<file path="src/rtl/pc_sequencer.sv">
// Program-counter sequencer with BOOT/RUN/HALT FSM and a return-address stack.
// Latency: one cycle from a control input to the pc update; RAS commits on the same edge.
// Backpressure: stall holds pc, the RAS, the FSM state and the error flags indefinitely.
//
// Ports:
//   clk, rst_n       rising-edge clock, asynchronous active-low reset
//   pc, pc_plus1     registered PC out; incrementer result for pc back in (combinational)
//   fetch_valid      pc is a valid fetch address (RUN state only)
//   stall, halt, resume                  pipeline hold / enter HALT / leave HALT
//   branch_taken, branch_target          conditional redirect
//   jump, call, jump_target, ret         unconditional redirect, call (push), return (pop)
//   ras_overflow, ras_underflow          sticky RAS error flags, cleared only by reset
module pc_sequencer #(
    parameter int          WIDTH     = 32,
    parameter logic [31:0] RESET_PC  = 32'h0,
    parameter int          RAS_DEPTH = 4
) (
    input  logic             clk,
    input  logic             rst_n,
    output logic [WIDTH-1:0] pc,
    input  logic [WIDTH-1:0] pc_plus1,
    output logic             fetch_valid,
    input  logic             stall,
    input  logic             branch_taken,
    input  logic [WIDTH-1:0] branch_target,
    input  logic             jump,
    input  logic             call,
    input  logic [WIDTH-1:0] jump_target,
    input  logic             ret,
    input  logic             halt,
    input  logic             resume,
    output logic             ras_overflow,
    output logic             ras_underflow
);

    localparam int CW = $clog2(RAS_DEPTH + 1);
    localparam int IW = $clog2(RAS_DEPTH);

    typedef enum logic [1:0] {
        S_BOOT = 2'd0,
        S_RUN  = 2'd1,
        S_HALT = 2'd2
    } state_t;

    state_t           r_state;
    logic [WIDTH-1:0] r_pc;
    logic             r_fetch_valid;
    logic             r_ras_ovf;
    logic             r_ras_unf;
    logic [CW-1:0]    r_ras_cnt;
    logic [WIDTH-1:0] r_ras [RAS_DEPTH];

    logic             w_ras_full;
    logic             w_ras_empty;
    logic             w_act;
    logic             w_push;
    logic             w_pop;
    logic [IW-1:0]    w_top_idx;
    logic [IW-1:0]    w_push_idx;

    assign w_ras_full  = (r_ras_cnt == CW'(RAS_DEPTH));
    assign w_ras_empty = (r_ras_cnt == '0);

    // A control below halt in the priority order only acts in RUN with no stall/halt.
    assign w_act      = (r_state == S_RUN) && !stall && !halt;
    assign w_pop      = w_act && ret;
    assign w_push     = w_act && !ret && call;
    assign w_top_idx  = IW'(r_ras_cnt - 1'b1);
    assign w_push_idx = IW'(r_ras_cnt);

    // Entry storage needs no reset: entries are only read below the count, and the
    // count is cleared by reset, which also suppresses w_push via r_state.
    always_ff @(posedge clk) begin
        if (w_push) begin
            if (w_ras_full) begin
                // Full: slide everything down, dropping the oldest return address.
                for (int i = 0; i < RAS_DEPTH - 1; i++) begin
                    r_ras[i] <= r_ras[i+1];
                end
                r_ras[RAS_DEPTH-1] <= pc_plus1;
            end else begin
                r_ras[w_push_idx] <= pc_plus1;
            end
        end
    end

    always_ff @(posedge clk or negedge rst_n) begin
        if (!rst_n) begin
            r_state       <= S_BOOT;
            r_pc          <= WIDTH'(RESET_PC);
            r_fetch_valid <= 1'b0;
            r_ras_ovf     <= 1'b0;
            r_ras_unf     <= 1'b0;
            r_ras_cnt     <= '0;
        end else begin
            case (r_state)
                S_BOOT: begin
                    r_state       <= S_RUN;
                    r_fetch_valid <= 1'b1;
                end
                S_RUN: begin
                    if (stall) begin
                        // hold everything
                    end else if (halt) begin
                        r_state       <= S_HALT;
                        r_fetch_valid <= 1'b0;
                    end else if (w_pop) begin
                        if (w_ras_empty) begin
                            r_ras_unf <= 1'b1;
                            r_pc      <= pc_plus1;
                        end else begin
                            r_pc      <= r_ras[w_top_idx];
                            r_ras_cnt <= r_ras_cnt - 1'b1;
                        end
                    end else if (w_push) begin
                        r_pc <= jump_target;
                        if (w_ras_full) begin
                            r_ras_ovf <= 1'b1;
                        end else begin
                            r_ras_cnt <= r_ras_cnt + 1'b1;
                        end
                    end else if (jump) begin
                        r_pc <= jump_target;
                    end else if (branch_taken) begin
                        r_pc <= branch_target;
                    end else begin
                        r_pc <= pc_plus1;
                    end
                end
                S_HALT: begin
                    if (resume) begin
                        // Resume past the halt instruction.
                        r_state       <= S_RUN;
                        r_fetch_valid <= 1'b1;
                        r_pc          <= pc_plus1;
                    end
                end
                default: begin
                    r_state       <= S_BOOT;
                    r_fetch_valid <= 1'b0;
                end
            endcase
        end
    end

    assign pc            = r_pc;
    assign fetch_valid   = r_fetch_valid;
    assign ras_overflow  = r_ras_ovf;
    assign ras_underflow = r_ras_unf;

endmodule

</file>
<file path="config.mk">
export PLATFORM = sky130hd
export DESIGN_NAME = pc_sequencer
export DESIGN_NICKNAME = d
export VERILOG_FILES = /design/src/rtl/pc_sequencer.sv
export SDC_FILE = /design/constraint.sdc
export NUM_CORES = 1
export LEC_CHECK = 0
export CORE_UTILIZATION = 35
export DETAILED_ROUTE_END_ITERATION = 10
export DONT_BUFFER_PORTS = 1
export GPL_TIMING_DRIVEN = 0
export PLACE_DENSITY = 0.52
export SYNTH_ARGS = -nofsm -noshare
export SYNTH_HDL_FRONTEND = slang
export SYNTH_SLANG_ARGS = --single-unit
</file>
<file path="constraint.sdc">
create_clock -name clk -period 5.3 [get_ports clk]
set_input_delay 1.06 -clock clk [delete_from_list [all_inputs] [get_ports clk]]
set_output_delay 1.06 -clock clk [all_outputs]
set_load 0.05 [all_outputs]
</file>
==> impl_results.md <==
- Non-filler cells, final: 1,076
- Cts bufs inserted: 17
- Die area: 28,000 um2
- Kind of start point of the critical path: flop
- Synth area leader: edfxtp_1
- Routability cong.: between 0.8 and 0.9
- VDD IR-drop max: 0.000193 V
- Final hold vios: 0
- Worst min path class: primary input to asynchronous set/reset pin
- Clock Skew: between 0.008 and 0.009 ns
- Starting Density: 35.6%
- CTS tree: built
- Synth area leaders: edfxtp_1, mux2_2, dfrtp_1, mux4_2, o221ai_2
- Clock sink count: 168
- Main synth FF type: edfxtp_1
- Share of the yosys chip area belonging to registers: between 50% and 60%
- Synth unique cells: 45
- Outcome: finished clean
- Met2 WL: 15.2 mm
- Tot GR Track Use: 22.8%
- Synthesis-to-layout area growth: 12.0%
- Clk buf depth: 2
- Largest net degree at the start of global routing: a little over 40
- First-pass GRT wire length: between 40 and 50 mm
- Period minus WS final: 3.92 ns
- Placed cell count: 1,043
- Cell Pwr Density: 421 nW/um2
- Final ANT Viol Nets: 0
- Worst-Margin Slew: 1.04 ns
- # IOs: 140
- Rows: 60
- Synth Cell Area: 9580 um2
- Post-CTS Hold Buffers: 0
- Syn Nets: 804
- Register area: 4840 um2
- Chip width: 167 um
- Initial antenna violation count: 1
- Final Cycle Share: between 70 and 80%
- Yosys warns: 0
- Met3 routed wirelength: 2.54 mm
- First drt pass iteration count: 9
- CTS resizes: 0
- Post-synth top area share: 40.1%
- Fraction of registers with async set/reset: 23.8%
- Post-layout utilization of the core: 39.9%
- WP data arrival: 4.18 ns
- Post-synthesis cell count: around 700
- Max Slew Vio Count: 0
- Critical Path Sink Type: flop
- Max-cap violation count: 0
- F_max: 0.255 GHz
- Worst slack, placed: 1.34 ns
- Final Net Count: 829
- Routed wire length: 31.2 mm
- Final Power: between 4 and 5 mW
- Drt drc: 0
- Crit Path Class: flop to flop
- Routed WL per cell: around 29 um
- Via count: roughly 6,700
- Core Area: 26,900 um2
- Detailed placement HPWL: 22.1 mm
- H-tree depth: 4
- Vias in the first global route: 7,256
- CTS clk-pin slew, worst paths: 0.07 ns
- RSZ-0062 raised after global routing: false
- Crit-path max FO: 10
- Pleak: 3.50 nW
- Worst-Skew Late Latency: 0.43 ns
- Multi-input combinational cell area: 4360 um2
- Vias per cell: 6.22
- Max_slew headroom: 30.4%
- Hold WS: 0.317 ns
- Synth Register Bits: about 170
- Worst setup margin: 1.38 ns
- EDFF count, synth: between 100 and 150
- Die Ht: approximately 170 um
- WL met1: 12.6 mm
- Total grt overflow: 0
- Req. time, crit path: 5.56 ns
- Max Used Layer: met4
- Synth Area per Inst: 13.8 um2
- Post-CTS Setup Bufs: 0
- # setup viols final: 0
- Layout cells sized above 1: 33.7%
- Fillers: 2,514
- Root Buffer: clkbuf_16
- Port buffer count: 0
- 1st-iter DRT viols: 504
## cell usage after synthesis (all sizes together) (2+ instances only)
cell type	count
mux4	32
ha	3
edfxtp	128
nor2	15
nand4b	26
nor2b	30
inv	6
buf	34
nand2b	4
mux2i	7
clkbuf	32
a21oi	28
a211oi	7
o21ai	2
nand4	2
nand2	57
dfrtp	40
o211ai	38
o221ai	26
mux2	122
and4	7
a221oi	32
a22oi	2
xor2	2
o21bai	2
## per-stage QoR
stage / area [um2] / TNS [ns]
after CTS: 10700 / 0
after global placement: 10000 / -66.73
final: 10700 / 0
after detailed placement: 10100 / 0
after floorplan: 9580 / 0
after global routing: 10700 / 0
## power by group
group          switching (mW)  internal (mW)  total (mW)
sequential              0.460           1.54        2.00
clock                   0.556          0.711        1.27
combinational           0.664          0.576        1.24
## layer usage
layer | track usage, % | vias to the layer above
met1 | 27.9 | 3468
met2 | 37.4 | 319
met4 | 9.29 | 0
met5 | 0 | -
met3 | 6.93 | 54
li1 | - | 2848
## cells by family after synthesis
kind of cell	count (synthesis)	share of synthesized area (%)
adder cells (fa/ha/maj)	3	0.392
buffers and inverters	72	4.13
flip-flops	168	50.6
multiplexers	161	23.0
XOR/XNOR	3	0.274
AND/OR/NAND/NOR	146	9.00
AO/OA/AOI/OAI	143	12.6
## worst max-delay path, cell delays in order, from the launching register on
cell and delay, ns:
dfrtp_1 0.35, buf_2 0.29, buf_2 0.43, inv_1 0.21, ha_1 0.33, buf_2 0.23, buf_2 0.36, buf_1 0.64
mux4_2 0.42, nand4b_1 0.19, o211ai_1 0.14, o221ai_1 0.15
## layout by cell type, fill, tap and decap left out, types with 3 or more instances in the layout
cell type and count:
edfxtp_1 128, mux2_2 112, nand2_1 55, dfrtp_1 40
o211ai_1 38, clkbuf_1 32, a221oi_1 32, mux4_2 32
nor2b_1 30, a21oi_1 28, nand4b_1 26, o221ai_2 20
clkbuf_16 17, nor2_1 14, buf_6 11, buf_2 10
mux2_4 10, buf_1 9, and4_1 7, mux2i_1 7
inv_1 6, o221ai_1 6, a211oi_1 6, buf_8 5
nand2b_1 3, ha_1 3, clkinv_2 3, clkinvlp_4 3
inv_6 3
## layout make-up
cell class              instances  area share (%)
diodes                          1          0.0233
plain buffers                  66            3.48
clock buffers                  18            4.10
clock inverters                14            1.38
inverters                       6           0.210
multi-input cells             456            40.6
flip-flops and latches        168            45.2
well taps                     341            3.98
repair buffers                  6            1.05
## flip-flops by register name (all words and copies together), names as in the netlist
name	cells
fetch_valid	1
pc	32
r_ras	128
r_ras_cnt	3
r_state	2
ras_overflow	1
ras_underflow	1
## path summary, 6_finish.rpt
check | slack (ns) | endpoint | start | cells after the start
max in group asynchronous | 4.86 | pc[3]$_DFFE_PN0P_ | rst_n | 0
max | 1.38 | pc[25]$_DFFE_PN0P_ | r_ras_cnt[0]$_DFFE_PN0P_ | 11
min in group clk | 0.54 | r_ras_cnt[2]$_DFFE_PN0P_ | r_ras_cnt[2]$_DFFE_PN0P_ | 1
min | 0.32 | fetch_valid$_DFFE_PN0P_ | rst_n | 0
min reg2reg | 0.54 | r_ras_cnt[2]$_DFFE_PN0P_ | r_ras_cnt[2]$_DFFE_PN0P_ | 1
max reg2reg | 1.38 | pc[25]$_DFFE_PN0P_ | r_ras_cnt[0]$_DFFE_PN0P_ | 11
(Power assumes the default switching activity.)
